### config.mk
export PLATFORM = sky130hd
export DESIGN_NAME = prefetch_unit
export DESIGN_NICKNAME = d
export VERILOG_FILES = /design/src/rtl/prefetch_unit_pkg.sv /design/src/rtl/prefetch_fifo.sv /design/src/rtl/prefetch_unit.sv
export SDC_FILE = /design/constraint.sdc
export NUM_CORES = 1
export LEC_CHECK = 0
export CAP_MARGIN = 25
export CELL_PAD_IN_SITES_DETAIL_PLACEMENT = 0
export CELL_PAD_IN_SITES_GLOBAL_PLACEMENT = 1
export CORE_MARGIN = 2
export CORE_UTILIZATION = 44
export CTS_BUF_LIST = sky130_fd_sc_hd__clkbuf_4 sky130_fd_sc_hd__clkbuf_8 sky130_fd_sc_hd__clkbuf_16
export CTS_CLUSTER_SIZE = 14
export DETAILED_ROUTE_END_ITERATION = 10
export PLACE_DENSITY = 0.8
export SYNTH_ARGS = -nofsm -noshare
export SYNTH_HDL_FRONTEND = slang
export SYNTH_HIERARCHICAL = 1
export SYNTH_SLANG_ARGS = --single-unit
### constraint.sdc
create_clock -name clk_i -period 11.05 [get_ports clk_i]
set_input_delay 1.6575 -clock clk_i [delete_from_list [all_inputs] [get_ports clk_i]]
set_output_delay 1.6575 -clock clk_i [all_outputs]
set_load 0.02 [all_outputs]
### src/rtl/prefetch_unit_pkg.sv
// Shared types for the instruction prefetch unit: fetch FSM states and the
// instruction-buffer entry layout.
package prefetch_unit_pkg;

  localparam int unsigned INSTR_W  = 32;
  localparam int unsigned XLEN_MAX = 64;

  typedef enum logic [1:0] {
    IDLE = 2'd0,
    WAIT = 2'd1,
    DROP = 2'd2
  } pf_state_e;

  // pc is sized for the widest supported XLEN; narrower configs zero-extend.
  typedef struct packed {
    logic [INSTR_W-1:0]  instr;
    logic [XLEN_MAX-1:0] pc;
  } pf_entry_t;

endpackage

### src/rtl/prefetch_fifo.sv
// Instruction buffer: power-of-two circular FIFO with flush; flush beats push and pop.
module prefetch_fifo #(
  parameter int unsigned DEPTH = 2,
  parameter int unsigned WIDTH = 96,
  localparam int unsigned CW   = $clog2(DEPTH) + 1
) (
  input  logic             i_clk,
  input  logic             i_rst,
  input  logic             i_push,
  input  logic [WIDTH-1:0] i_push_data,
  input  logic             i_pop,
  input  logic             i_flush,
  output logic             o_valid,
  output logic [WIDTH-1:0] o_data,
  output logic [CW-1:0]    o_count
);

  localparam int unsigned PW = $clog2(DEPTH);

  logic [WIDTH-1:0] r_mem [DEPTH];
  logic [PW-1:0]    r_wr_ptr;
  logic [PW-1:0]    r_rd_ptr;
  logic [CW-1:0]    r_count;
  logic             r_valid;
  logic [CW-1:0]    w_count_nxt;
  logic             w_push;
  logic             w_pop;

  assign w_push = i_push & ~i_flush;
  assign w_pop  = i_pop & r_valid & ~i_flush;

  always_comb begin
    w_count_nxt = r_count;
    if (i_flush) begin
      w_count_nxt = '0;
    end else if (w_push && !w_pop) begin
      w_count_nxt = r_count + CW'(1);
    end else if (!w_push && w_pop) begin
      w_count_nxt = r_count - CW'(1);
    end
  end

  always_ff @(posedge i_clk or posedge i_rst) begin
    if (i_rst) begin
      r_wr_ptr <= '0;
      r_rd_ptr <= '0;
      r_count  <= '0;
      r_valid  <= 1'b0;
    end else begin
      if (i_flush) begin
        r_wr_ptr <= '0;
        r_rd_ptr <= '0;
      end else begin
        if (w_push) r_wr_ptr <= r_wr_ptr + PW'(1);
        if (w_pop)  r_rd_ptr <= r_rd_ptr + PW'(1);
      end
      r_count <= w_count_nxt;
      r_valid <= (w_count_nxt != '0);
    end
  end

  // Storage needs no reset; r_valid gates every read.
  always_ff @(posedge i_clk) begin
    if (w_push) r_mem[r_wr_ptr] <= i_push_data;
  end

  assign o_valid = r_valid;
  assign o_data  = r_mem[r_rd_ptr];
  assign o_count = r_count;

endmodule

### src/rtl/prefetch_unit.sv
// Instruction prefetch unit: single-outstanding fetch FSM feeding a small
// instruction buffer, with branch/JAL/JALR redirect and link-value generation.
module prefetch_unit
  import prefetch_unit_pkg::*;
#(
  parameter int unsigned      XLEN     = 32,
  parameter logic [XLEN-1:0]  RESET_PC = '0,
  parameter int unsigned      DEPTH    = 2
) (
  input  logic            clk_i,
  input  logic            rst_i,
  output logic            imem_req_o,
  output logic [XLEN-1:0] imem_addr_o,
  input  logic            imem_rvalid_i,
  input  logic [31:0]     imem_rdata_i,
  output logic            instr_valid_o,
  output logic [31:0]     instr_o,
  output logic [XLEN-1:0] instr_pc_o,
  input  logic            instr_ready_i,
  input  logic            BE_i,
  input  logic            UJE_i,
  input  logic            JALRE_i,
  input  logic [XLEN-1:0] ex_pc_i,
  input  logic [XLEN-1:0] immed_i,
  input  logic [XLEN-1:0] R1_i,
  output logic [XLEN-1:0] RGD_o,
  output logic            link_valid_o,
  output logic            misalign_o
);

  localparam int unsigned CW = $clog2(DEPTH) + 1;
  localparam int unsigned EW = $bits(pf_entry_t);

  pf_state_e           r_state;
  logic [XLEN-1:0]     r_fetch_pc;
  logic [XLEN-1:0]     r_addr;
  logic [XLEN-1:0]     r_rgd;
  logic                r_req;
  logic                r_link_valid;
  logic                r_misalign;

  logic                w_redirect;
  logic                w_link;
  logic                w_push;
  logic                w_pop;
  logic                w_fifo_valid;
  logic [XLEN-1:0]     w_br_off;
  logic [XLEN-1:0]     w_target;
  logic [CW-1:0]       w_count;
  pf_entry_t           w_push_entry;
  pf_entry_t           w_head;
  logic [INSTR_W-1:0]  w_head_instr;
  logic [XLEN_MAX-1:0] w_head_pc;

  assign w_redirect = BE_i | UJE_i | JALRE_i;
  assign w_link     = ~BE_i & (UJE_i | JALRE_i);
  assign w_br_off   = {immed_i[XLEN-2:0], 1'b0};

  // Branch/JAL are PC-relative; JALR is register-relative with bit 0 cleared.
  always_comb begin
    w_target = (R1_i + immed_i) & ~XLEN'(1);
    if (BE_i || UJE_i) begin
      w_target = ex_pc_i + w_br_off;
    end
  end

  assign w_push = (r_state == WAIT) & imem_rvalid_i & ~w_redirect;
  assign w_pop  = w_fifo_valid & instr_ready_i;

  assign w_push_entry = '{instr: imem_rdata_i, pc: XLEN_MAX'(r_fetch_pc)};

  always_ff @(posedge clk_i or posedge rst_i) begin
    if (rst_i) begin
      r_state      <= IDLE;
      r_fetch_pc   <= RESET_PC;
      r_addr       <= RESET_PC;
      r_rgd        <= '0;
      r_req        <= 1'b0;
      r_link_valid <= 1'b0;
      r_misalign   <= 1'b0;
    end else begin
      r_req        <= 1'b0;
      r_link_valid <= 1'b0;
      r_misalign   <= 1'b0;
      if (w_redirect) begin
        r_fetch_pc <= w_target;
        r_misalign <= w_target[1];
        if (w_link) begin
          r_rgd        <= ex_pc_i + XLEN'(4);
          r_link_valid <= 1'b1;
        end
        // An in-flight request without a same-cycle response must be discarded later.
        if ((r_state == WAIT || r_state == DROP) && !imem_rvalid_i) begin
          r_state <= DROP;
        end else begin
          r_state <= IDLE;
        end
      end else begin
        case (r_state)
          IDLE: begin
            if (w_count < CW'(DEPTH)) begin
              r_req   <= 1'b1;
              r_addr  <= r_fetch_pc;
              r_state <= WAIT;
            end
          end
          WAIT: begin
            if (imem_rvalid_i) begin
              r_fetch_pc <= r_fetch_pc + XLEN'(4);
              r_state    <= IDLE;
            end
          end
          DROP: begin
            if (imem_rvalid_i) r_state <= IDLE;
          end
          default: r_state <= IDLE;
        endcase
      end
    end
  end

  prefetch_fifo #(
    .DEPTH (DEPTH),
    .WIDTH (EW)
  ) u_fifo (
    .i_clk       (clk_i),
    .i_rst       (rst_i),
    .i_push      (w_push),
    .i_push_data (w_push_entry),
    .i_pop       (w_pop),
    .i_flush     (w_redirect),
    .o_valid     (w_fifo_valid),
    .o_data      (w_head),
    .o_count     (w_count)
  );

  assign {w_head_instr, w_head_pc} = w_head;

  assign imem_req_o    = r_req;
  assign imem_addr_o   = r_addr;
  assign instr_valid_o = w_fifo_valid;
  assign instr_o       = w_head_instr;
  assign instr_pc_o    = XLEN'(w_head_pc);
  assign RGD_o         = r_rgd;
  assign link_valid_o  = r_link_valid;
  assign misalign_o    = r_misalign;

endmodule
# Word-level counts from Yosys, hierarchy flattened
# Memories as Yosys holds them, arrays and structs flattened.
# Index checks and enable logic that the tools add are counted.
# totals
reg_bits,106
ramBits,128
in_bits,135
memories,1
# op_classes
add_sub_neg,8
order_cmp,1
n_eq_ne,4
muxes,24
bitwise_logic,12
reduce_logical,19
# mem_list
name,depth,width,rd,rd_ports_with_merged_regs,wr,line_no,text
u_fifo.r_mem,2,64,1,0,1,prefetch_fifo.sv:20,logic [WIDTH-1:0] r_mem [DEPTH];
# op_table
cell,n
32-bit two-way mux,4
32-bit by 3-bit adder with 32-bit output (second input constant),2
32-bit adder,2
2-bit two-way mux,7
1-bit two-way mux,12
2-bit nonzero test,5
1-bit AND,7
2-bit AND reduction,3
2-bit case mux with 2 select lines,1
1-bit logical AND,3
1-bit zero test,3
3-bit by 1-bit inequality test with 1-bit output (second input constant),1
3-bit by 2-bit inequality test with 1-bit output (second input constant),1
1-bit OR,3
3-bit AND reduction,1
1-bit adder (second input constant),2
2-bit by 1-bit adder with 2-bit output (second input constant),1
2-bit by 1-bit equality test with 1-bit output (second input constant),1
2-bit equality test (second input constant),1
2-bit zero test,1
1-bit logical OR,2
2-bit less-than comparator (second input constant),1
1-bit NOT,2
2-bit OR reduction,1
2-bit by 1-bit subtractor with 2-bit output (second input constant),1

# Longest topological paths before layout
# Gate-level depths: netlist (run 1).
# logic_depth
ltp_word,11
ltp_mapped,13
mapped_depth_nobuf,12

# Hierarchy
# The synthesis (run 1) kept the hierarchy.
# by_module_without_submodules
mod,n_inst,cells_per_inst,area_per_inst_um2
prefetch_unit,1,916,8056.5
prefetch_fifo,1,326,7309.5

# Worst setup path before layout (run 1)
# No wires, ideal clock.
# synth_timing
kind,input to register
startpoint,input BE_i
endpoint,memory u_fifo/r_mem[0][0] (netlist name) (enable)
arrival_ns,9.575
setup_slack_ns,0.786
cell_stages,7
cell_sequence,or2_2 -> clkbuf_1 -> nor2_1 -> inv_1 -> nor2_1 -> buf_6 -> nor3b_1
# synth_between
elab_chain_len,7
# synth_lines
element,line_no,text
from (decl),prefetch_unit.sv:20,"input logic BE_i,"
1-bit OR (2 in a row),prefetch_unit.sv:55,assign w_redirect = BE_i | UJE_i | JALRE_i;
via w_redirect,prefetch_unit.sv:42,logic w_redirect;
1-bit NOT,prefetch_unit.sv:67,assign w_push = (r_state == WAIT) & imem_rvalid_i & ~w_redirect;
1-bit AND,prefetch_unit.sv:67,
via w_push,prefetch_unit.sv:44,logic w_push;
1-bit AND,prefetch_fifo.sv:29,assign w_push = i_push & ~i_flush;
1-bit two-way mux,prefetch_fifo.sv:64,if (w_push) r_mem[r_wr_ptr] <= i_push_data;
1-bit two-way mux (not written as such),prefetch_fifo.sv:64,
to (decl),prefetch_fifo.sv:20,
# The timed path passes the listed nets, and every way through them passes these cells.

# Worst setup path after layout (run 1)
# layout_timing
startpoint,input UJE_i
endpoint,memory u_fifo/r_mem[0][94] (netlist name) (enable)
# layout_between
elab_chain_len,7
# layout_lines
element,line_no,text
from (decl),prefetch_unit.sv:21,"input logic UJE_i,"
1-bit OR (2 in a row),prefetch_unit.sv:55,
via w_redirect,prefetch_unit.sv:42,
1-bit NOT,prefetch_unit.sv:67,
1-bit AND,prefetch_unit.sv:67,
via w_push,prefetch_unit.sv:44,
1-bit AND,prefetch_fifo.sv:29,
1-bit two-way mux,prefetch_fifo.sv:64,
1-bit two-way mux (not written as such),prefetch_fifo.sv:64,
# The timed path passes the listed nets, and every way through them passes these cells.

==> impl_metrics.csv, run 1 <==
group,metric,value,unit
cts,cts-resized-gates,0,
placement,place_congestion,0.855,
global_route,maximum_number_of_pins_on_one_net_before_global_route_repair,73,
job,maxCapViolations,0,
timing,grt_setup_unrepaired,"no",
floorplanning,die_area,0.0308,sq mm
drt,route.vias.total,9588,
timing,layout_min_cycle_time,5130,ps
floorplanning,core,0.0289,sq mm
cts,cts_made_buffers,26,
global_route,grt_remaining_overflow,0,
cts,h-tree-depth,1,
cells_and_area,area_growth_from_synthesis_to_final_layout,30.3,%
cells_and_area,post-route-util,58.5,%
cells_and_area,design.final.nets,1610,
cts,postCtsHoldBufs,0,
floorplanning,initial_core_util,44.9,%
cts,postCtsSetupBuffers,0,
logic_synthesis,yosys_warns,6,
setup_path,critPathMaxStageDelay,710,ps
cts,clk_pin_slew_worst_paths,60,ps
placement,preCtsSetupSlack,5390,ps
cts,cts_sinks,234,
setup_path,critical_path_peak_fanout,64,
global_route,first_global_vias,9495,
global_route,grt_antenna_before_repair,0,
timing,maxSlewViolCount,0,
floorplanning,die_h,176,um
cts,cts-root-to-sink-buffers,3,
power_and_ir_drop,vdd.ir_drop.worst,0.000115,V
drt,detailedRoute.firstIterationViolations,602,
cells_and_area,final_layout_size_suffix_gt1_share,13.2,%
setup_path,critical_path.startpoint_type,"input pin",
power_and_ir_drop,power.static_leakage,6.47,nW
cts,tritoncts_clock_tree,"done",
drt,final_ant_viol_nets,0,
logic_synthesis,synthesis.nets,1344,
drt,wire_per_inst,18.3,um
setup_path,timing.critical_path.slowest_stage_cell,"sky130_fd_sc_hd__buf_4",
drt,dr.pass1.iters,5,
cts,clk_root_buffer_cell,"sky130_fd_sc_hd__clkbuf_16",
setup_path,worst_ep_required_time,11210,ps
hold_path,hold_wc_path_type,"reg -> reg",
run_status,run_status,"complete, no violations",
global_route,first_pass_grt_wire_length,51.7,mm
drt,route.detailed.drc,0,
timing,max_slew.worst_pin.slew,881,ps
timing,timing_hold_violations_final,0,
setup_path,cp.arrival,5280,ps
logic_synthesis,area_of_the_mapped_netlist,0.0129,sq mm
setup_path,path_cells,"clkdlybuf4s50_1 > or2_2 > buf_4 > nor2_1 > inv_1 > nor2_1 > nor3b_2 > buf_4",
power_and_ir_drop,p_per_area,151,mW/mm^2
drt,routed_via_density,5.29,
setup_path,setup.worst_path.class,"in -> reg",
timing,relSlewSlack,41.3,%
global_route,gr_util_all_layers,21.0,%
cts,clkLatencyLatePin,540,ps
timing,post_route_setup_tns,0,ps
timing,setup_ws,5920,ps
floorplanning,ios,267,
floorplanning,row_count,62,
timing,maxClockFrequency,195,MHz
floorplanning,die_width,176,um
setup_path,endpoint_kind,"flop",
timing,final.period_utilization,46.4,%
logic_synthesis,post_synth.cell_area_avg,11.3,sq um
drt,detail_route.wirelength,33.2,mm
logic_synthesis,synthCells,1143,
placement,buffer_ports.inserted,266,
timing,finalSetupViolCount,0,
timing,final_setup_skew,13.8,ps
cells_and_area,n_antenna_cell,0,
placement,place_hpwl,24.8,mm
-- metal layers --
layer  GRT usage [%]  routed length [um]  vias to the layer above
li1                -                   -                     4741
met1            30.3               15700                     4506
met2            33.0               14700                      308
met3            4.11                2250                       33
met4            4.48                 558                        0
met5               0                   0                        -
-- flip-flops by register name (all words and copies together), names as in the netlist --
register	cells
u_fifo/o_count	2
link_valid_o	1
misalign_o	1
u_fifo/o_valid	1
u_fifo/r_rd_ptr	1
RGD_o	32
r_fetch_pc	32
u_fifo/r_wr_ptr	1
u_fifo/r_mem	128
r_state	2
imem_addr_o	32
imem_req_o	1
-- final timing paths --
check / start / endpoint / slack, ps / depth (start not counted)
worst max-delay path: UJE_i / u_fifo/r_mem[0][94]$_DFFE_PP_ / 5920 / 8
worst min-delay path: RGD_o[3]$_DFFE_PP0P_ / RGD_o[3]$_DFFE_PP0P_ / 470 / 2
worst max register to register: r_state[1]$_DFFE_PP0P_ / r_fetch_pc[25]$_DFFE_PP0P_ / 8140 / 11
worst min register to register: RGD_o[3]$_DFFE_PP0P_ / RGD_o[3]$_DFFE_PP0P_ / 470 / 2
max in group asynchronous: rst_i / RGD_o[31]$_DFFE_PP0P_ / 8570 / 4
min in group asynchronous: rst_i / u_fifo/o_count[1]$_DFF_PP0_ / 1410 / 2
-- critical path, delay by kind of cell --
family	cells	cell delay, ps
buffers and inverters	4	1810
and+or+nand+nor	4	1740
-- cells in the final DEF, fill, tap and decap left out, types with 7 or more instances in the layout --
cell type	n
sky130_fd_sc_hd__nand4_1	22
sky130_fd_sc_hd__clkbuf_16	26
sky130_fd_sc_hd__a21oi_1	68
sky130_fd_sc_hd__nor2_1	68
sky130_fd_sc_hd__edfxtp_1	128
sky130_fd_sc_hd__buf_4	8
sky130_fd_sc_hd__nand2_1	110
sky130_fd_sc_hd__a211oi_1	18
sky130_fd_sc_hd__clkdlybuf4s50_1	265
sky130_fd_sc_hd__xor2_1	60
sky130_fd_sc_hd__o22ai_1	7
sky130_fd_sc_hd__ha_1	64
sky130_fd_sc_hd__xnor2_1	50
sky130_fd_sc_hd__o21ai_1	19
sky130_fd_sc_hd__inv_1	23
sky130_fd_sc_hd__nand3_1	31
sky130_fd_sc_hd__and3_1	16
sky130_fd_sc_hd__dfrtp_1	105
sky130_fd_sc_hd__nor3_1	8
sky130_fd_sc_hd__mux2_2	95
sky130_fd_sc_hd__o21ai_0	53
sky130_fd_sc_hd__a21o_1	32
-- area by class of cell --
class / count / area (sq um)
fill: 2471 / 12000
sequential: 234 / 6500
multi-input combinational: 846 / 6190
timing repair buffer: 276 / 2770
clock buffer: 32 / 702
tap: 384 / 480
clock inverter: 16 / 131
inverter: 25 / 96.3
-- power by group --
part	internal, W	leakage [nW]	switching (W)
Sequential	0.00102	2.43	0.0000891
Combinational	0.000297	3.64	0.000312
Clock	0.000478	0.399	0.000351
-- through the flow --
step           hold WS [ps]  instance area (sq um)  cells  total power, W
6_report                474                  16900   1813         0.00255
3_3_place_gp            462                  16000   1763         0.00172
3_5_place_dp            462                  16000   1763         0.00173
5_1_grt                 501                  16900   1813         0.00267
2_1_floorplan           459                  12900   1143         0.00144
4_1_cts                 478                  16800   1811         0.00257
Power figures use the tool's default switching activity.
==> inputs of run 2 (changes only) <==
--- a/config.mk
+++ b/config.mk
@@ -9,11 +9,11 @@
 export CELL_PAD_IN_SITES_DETAIL_PLACEMENT = 0
 export CELL_PAD_IN_SITES_GLOBAL_PLACEMENT = 1
 export CORE_MARGIN = 2
-export CORE_UTILIZATION = 44
+export CORE_UTILIZATION = 39
 export CTS_BUF_LIST = sky130_fd_sc_hd__clkbuf_4 sky130_fd_sc_hd__clkbuf_8 sky130_fd_sc_hd__clkbuf_16
 export CTS_CLUSTER_SIZE = 14
 export DETAILED_ROUTE_END_ITERATION = 10
-export PLACE_DENSITY = 0.8
+export PLACE_DENSITY = 0.75
 export SYNTH_ARGS = -nofsm -noshare
 export SYNTH_HDL_FRONTEND = slang
 export SYNTH_HIERARCHICAL = 1
==> constraint.sdc (replaced) <==
create_clock -name clk_i -period 4.54 [get_ports clk_i]
set_input_delay 0.681 -clock clk_i [delete_from_list [all_inputs] [get_ports clk_i]]
set_output_delay 0.681 -clock clk_i [all_outputs]
set_load 0.02 [all_outputs]
==> run 2 against run 1 <==
  * Largest cell class unchanged
  * Worst hold slack got worse by 40 ps
  * Total power increased to 2.5 times the previous value
  * Count of clock-buffer cells in the layout increased by 8
  * Via count increased by 1.4%
  * First-iteration DRC count decreased by 15%
  * Setup slack got worse by 4900 ps
  * Critical endpoint is now instr_o[24]
==> impl_metrics.csv, run 2 (synthesis results as in run 1) <==
group,metric,value,unit
run_status,run_status,"complete, no violations",
global_route,maximum_number_of_pins_on_one_net_before_global_route_repair,64,
power_and_ir_drop,power.static_leakage,6.56,nW
timing,finalSetupViolCount,0,
cts,postCtsSetupBuffers,0,
setup_path,critPathMaxStageDelay,960,ps
timing,layout_min_cycle_time,3520,ps
power_and_ir_drop,vdd.ir_drop.worst,0.000273,V
power_and_ir_drop,p_per_area,375,mW/mm^2
setup_path,timing.critical_path.slowest_stage_cell,"sky130_fd_sc_hd__dfrtp_2",
cts,postCtsHoldBufs,0,
setup_path,setup.worst_path.class,"reg -> out",
timing,timing_hold_violations_final,0,
floorplanning,die_area,0.0347,sq mm
timing,final_setup_skew,11.9,ps
placement,placedCellCount,1829,
cts,cts-resized-gates,0,
cells_and_area,largest_register_ffs,128,
cells_and_area,nFillCells,2918,
placement,buffer_ports.inserted,266,
timing,relSlewSlack,38.8,%
drt,detail_route.wirelength,34.7,mm
global_route,gr_util_all_layers,19.7,%
placement,place_hpwl,26.1,mm
job,maxCapViolations,0,
cts,cts-root-to-sink-buffers,3,
floorplanning,die_h,186,um
global_route,first_global_vias,9721,
cts,clkLatencyLatePin,550,ps
hold_path,hold_wc_path_type,"in -> async",
drt,route.vias.total,9726,
cts,clk_root_buffer_cell,"sky130_fd_sc_hd__clkbuf_16",
cells_and_area,design.final.nets,1617,
cts,h-tree-depth,1,
cells_and_area,n_antenna_cell,0,
cells_and_area,final_layout_size_suffix_gt1_share,13.7,%
floorplanning,row_count,66,
floorplanning,initial_core_util,39.7,%
cells_and_area,finalNonFillerCells,1879,
setup_path,endpoint_kind,"output pin",
cts,cts_made_buffers,27,
setup_path,critical_path_peak_fanout,38,
floorplanning,core,0.0326,sq mm
cts,clk_pin_slew_worst_paths,50,ps
timing,max_slew.worst_pin.slew,918,ps
timing,maxClockFrequency,284,MHz
drt,routed_via_density,5.18,
timing,grt_setup_unrepaired,"no",
timing,final.period_utilization,77.4,%
drt,detailedRoute.firstIterationViolations,509,
setup_path,worst_ep_required_time,3860,ps
setup_path,path_cells,"buf_4 > mux2_2 > clkdlybuf4s50_1",
cells_and_area,seqCellArea,0.00650,sq mm
floorplanning,die_width,186,um
setup_path,critical_path.startpoint_type,"flop",
drt,dr.pass1.iters,5,
cells_and_area,commonest_non_fill_non_tap_cells_in_the_layout,"265 x sky130_fd_sc_hd__clkdlybuf4s50_1, 128 x sky130_fd_sc_hd__edfxtp_1, 110 x sky130_fd_sc_hd__nand2_1, 105 x sky130_fd_sc_hd__dfrtp_1, 95 x sky130_fd_sc_hd__mux2_2",
cells_and_area,layout_commonest_cell,"sky130_fd_sc_hd__clkdlybuf4s50_1",
cells_and_area,area_growth_from_synthesis_to_final_layout,31.8,%
timing,whs,434,ps
global_route,first_pass_grt_wire_length,53.6,mm
drt,wire_per_inst,18.5,um
floorplanning,ios,267,
cells_and_area,largest_register_by_flop_count,"u_fifo/r_mem",
cells_and_area,area_of_the_multi_input_gates,0.00620,sq mm
timing,post_route_setup_tns,0,ps
cts,cts_sinks,234,
timing,maxSlewViolCount,0,
global_route,grt_antenna_before_repair,0,
placement,place_congestion,0.830,
setup_path,worst_path_dominant_cell_family,"flip-flops",
global_route,grt_remaining_overflow,0,
setup_path,cp.arrival,2830,ps
drt,route.detailed.drc,0,
cts,tritoncts_clock_tree,"done",
drt,final_ant_viol_nets,0,
setup_path,worst-path-buf-inv,2,
-- run 2: cell types whose count changed in the layout (fill, tap and decap cells not counted), sizes merged --
cell / before / now
inv: 26 / 27
clkinvlp: 5 / 1
buf: 11 / 17
bufinv: 1 / 2
clkinv: 9 / 5
clkbuf: 32 / 40
-- run 2: per-layer routing --
| metal | share of wire, % | vias up | track usage (%) |
|---|---|---|---|
| met5 | 0 | - | 0 |
| met4 | 1.6 | 0 | 3.65 |
| met3 | 8.2 | 39 | 4.98 |
| met2 | 43 | 308 | 30.5 |
| met1 | 47 | 4618 | 28.2 |
| li1 | - | 4761 | - |
-- run 2: final timing paths --
| path | startpoint | to | slack [ps] | cells after the start |
|---|---|---|---|---|
| min reg2reg | RGD_o[5]$_DFFE_PP0P_ | RGD_o[5]$_DFFE_PP0P_ | 480 | 2 |
| min in group clk_i | RGD_o[5]$_DFFE_PP0P_ | RGD_o[5]$_DFFE_PP0P_ | 480 | 2 |
| max in group asynchronous | rst_i | RGD_o[3]$_DFFE_PP0P_ | 3090 | 3 |
| max | u_fifo/r_rd_ptr$_DFFE_PP0P_ | instr_o[24] | 1020 | 3 |
| min | rst_i | u_fifo/o_count[0]$_DFF_PP0_ | 430 | 2 |
| max reg2reg | r_state[1]$_DFFE_PP0P_ | u_fifo/r_mem[1][23]$_DFFE_PP_ | 1880 | 6 |
-- run 2: metrics by stage --
step / util [%] / instance area [sq um] / worst slack (ps) / power, W
3_5_place_dp: 49.5 / 16200 / 788 / 0.00423
2_1_floorplan: - / 13000 / 695 / 0.00351
4_1_cts: 52.3 / 17100 / 939 / 0.00646
3_3_place_gp: 49.5 / 16200 / 866 / 0.00421
6_report: 52.3 / 17100 / 1020 / 0.00639
5_1_grt: 52.3 / 17100 / 843 / 0.00669
-- run 2: worst register-to-register path: cells and delay by family, from the launching register on --
family / cells / cell delay (ps)
fa+ha+maj: 1 / 160
buf+inv: 2 / 420
flops: 1 / 360
simple gates: 3 / 1330
-- run 2: area by class of cell --
class                      instances  area share (%)
clock inverter                    10           0.689
multi-input combinational        846            36.3
inverter                          25           0.565
sequential                       234            38.1
tap                              442            3.24
timing repair buffer             282            16.4
clock buffer                      40            4.68
-- run 2: power breakdown --
group | internal [W] | switching [W]
Clock | 0.00134 | 0.000872
Sequential | 0.00248 | 0.000212
Combinational | 0.000723 | 0.000769
Total | 0.00454 | 0.00185
==> inputs of run 3 (changes only) <==
==> constraint.sdc (replaced) <==
create_clock -name clk_i -period 2.8 [get_ports clk_i]
set_input_delay 0.42 -clock clk_i [delete_from_list [all_inputs] [get_ports clk_i]]
set_output_delay 0.42 -clock clk_i [all_outputs]
set_load 0.02 [all_outputs]
==> run 3 against run 2 <==
  * Die area unchanged
  * Final cell count up 8.8%
  * Worst hold slack worse by 250 ps
  * Largest power group unchanged
  * Sequential share of layout area fell by 2.8 points
  * Via count grew 5.6%
  * Wire length is 4.3% higher
  * Critical path depth is 10 higher
  * Clock skew rose by 12 ps
  * Non-clock buffer count rose by 166
  * First-iteration DRC count grew 16%
  * Setup slack got worse by 880 ps
==> impl_metrics.csv, run 3 (synthesis results as in run 1) <==
group,metric,value,unit
cts,h-tree-depth,1,
setup_path,endpoint_kind,"flop",
floorplanning,die_width,186,um
floorplanning,die_h,186,um
cts,clkLatencyLatePin,550,ps
timing,maxClockFrequency,376,MHz
power_and_ir_drop,power,0.0107,W
cells_and_area,layout_commonest_cell,"sky130_fd_sc_hd__clkdlybuf4s50_1",
floorplanning,initial_core_util,39.7,%
power_and_ir_drop,power.static_leakage,7.39,nW
placement,place_congestion,0.862,
cells_and_area,final_layout_size_suffix_gt1_share,23.0,%
placement,buffer_ports.inserted,266,
floorplanning,row_count,66,
timing,timing_hold_violations_final,0,
cts,tritoncts_clock_tree,"done",
cells_and_area,n_antenna_cell,0,
global_route,first_pass_grt_wire_length,56.0,mm
timing,layout_min_cycle_time,2660,ps
floorplanning,ios,267,
timing,grt_setup_unrepaired,"no",
timing,final.period_utilization,95.0,%
hold_path,hold_wc_path_type,"in -> async",
placement,preCtsSetupSlack,-533,ps
drt,detailedRoute.firstIterationViolations,589,
timing,setup_ws,141,ps
drt,routed_via_density,5.02,
power_and_ir_drop,vdd.ir_drop.worst,0.000460,V
setup_path,critical_path_peak_fanout,4,
cells_and_area,commonest_non_fill_non_tap_cells_in_the_layout,"265 x sky130_fd_sc_hd__clkdlybuf4s50_1, 174 x sky130_fd_sc_hd__buf_4, 128 x sky130_fd_sc_hd__edfxtp_1, 110 x sky130_fd_sc_hd__nand2_1, 105 x sky130_fd_sc_hd__dfrtp_1",
drt,detail_route.wirelength,36.2,mm
cells_and_area,largest_register_ffs,128,
cts,cts-root-to-sink-buffers,3,
timing,relSlewSlack,65.9,%
timing,finalSetupViolCount,0,
drt,final_ant_viol_nets,0,
run_status,run_status,"complete, no violations",
cells_and_area,area_growth_from_synthesis_to_final_layout,42.4,%
global_route,first_global_vias,10500,
placement,place_hpwl,27.9,mm
cts,cts_sinks,234,
global_route,gr_util_all_layers,20.6,%
timing,max_slew.worst_pin.slew,510,ps
cts,clk_pin_slew_worst_paths,60,ps
job,maxCapViolations,0,
setup_path,setup.worst_path.class,"in -> reg",
global_route,grt_remaining_overflow,0,
global_route,grt_antenna_before_repair,0,
drt,route.vias.total,10300,
cts,clk_root_buffer_cell,"sky130_fd_sc_hd__clkbuf_16",
floorplanning,core,0.0326,sq mm
drt,dr.pass1.iters,5,
power_and_ir_drop,p_per_area,580,mW/mm^2
setup_path,critical_path.startpoint_type,"input pin",
floorplanning,die_area,0.0347,sq mm
drt,wire_per_inst,17.7,um
cells_and_area,largest_register_by_flop_count,"u_fifo/r_mem",
cells_and_area,design.final.nets,1783,
cts,postCtsHoldBufs,0,
setup_path,cp.arrival,3080,ps
setup_path,worst_ep_required_time,3220,ps
timing,final_setup_skew,24.2,ps
timing,maxSlewViolCount,0,
cts,cts_made_buffers,27,
drt,route.detailed.drc,0,
global_route,maximum_number_of_pins_on_one_net_before_global_route_repair,63,
==> run 3: power breakdown <==
part | total, W | internal, W | switching (W) | leakage [nW]
sequential | 0.00437 | 0.00402 | 0.000344 | 2.43
clock | 0.00364 | 0.00223 | 0.00141 | 0.467
combinational | 0.00268 | 0.00138 | 0.00130 | 4.50
total | 0.0107 | 0.00764 | 0.00306 | 7.39
==> run 3: critical path, stage by stage <==
cell and delay (ps):
sky130_fd_sc_hd__clkdlybuf4s50_1 500, sky130_fd_sc_hd__buf_4 120, sky130_fd_sc_hd__nand2_1 60, sky130_fd_sc_hd__fa_1 380, sky130_fd_sc_hd__nor2b_1 200, sky130_fd_sc_hd__o31a_1 220, sky130_fd_sc_hd__o2111ai_2 170, sky130_fd_sc_hd__nand2_2 160
sky130_fd_sc_hd__a22o_1 220, sky130_fd_sc_hd__nand3_1 120, sky130_fd_sc_hd__a21bo_2 230, sky130_fd_sc_hd__mux2i_1 170, sky130_fd_sc_hd__a32oi_1 110
==> run 3: timing repair <==
| action | 4_1_cts | 5_1_grt |
|---|---|---|
| gates resized for setup | 0 | 3 |
| endpoints found under the hold margin | 0 | 0 |
| buffers inserted | 0 | 2 |
| setup endpoints to repair | 0 | 13 |
==> run 3: final cells by class <==
type | instances | area (sq um)
Clock buffer | 35 | 736
Clock inverter | 15 | 194
Fill cell | 2775 | 14200
Inverter | 25 | 100
Multi-Input combinational cell | 846 | 6230
Sequential cell | 234 | 6500
Tap cell | 442 | 553
Timing Repair Buffer | 448 | 4120
==> run 3: per-stage QoR <==
stage | std cells | hold slack [ps] | instance area, sq um | util [%] | setup TNS (ps)
final | 2045 | 183 | 18400 | 56.5 | 0
after global routing | 2045 | 196 | 18400 | 56.5 | 0
after CTS | 2043 | 162 | 18400 | 56.4 | 0
after detailed placement | 1993 | 461 | 17500 | 53.6 | -8950
after global placement | 1993 | 464 | 17500 | 53.6 | -7730
after floorplan | 1143 | 199 | 13000 | - | -35850
==> run 3: per-layer routing <==
metal,vias to the layer above,wire [um],track usage (%)
met5,-,0,0
met4,0,822,5.13
met3,43,2660,4.42
met2,296,15900,32.6
met1,4829,16900,28.9
li1,5105,-,-
==> run 3: worst paths after layout <==
path                       depth (start not counted)                          end              startpoint  slack [ps]
hold reg to reg                                    2         RGD_o[3]$_DFFE_PP0P_    RGD_o[3]$_DFFE_PP0P_         480
setup / recovery                                  13   r_fetch_pc[30]$_DFFE_PP0P_              immed_i[0]         140
setup reg to reg                                  11   r_fetch_pc[25]$_DFFE_PP0P_  r_state[1]$_DFFE_PP0P_         400
hold / removal                                     2  u_fifo/r_wr_ptr$_DFFE_PP0P_                   rst_i         180
min in group clk_i                                 4   r_fetch_pc[27]$_DFFE_PP0P_                 JALRE_i         430
max in group asynchronous                          3        RGD_o[26]$_DFFE_PP0P_                   rst_i        1780
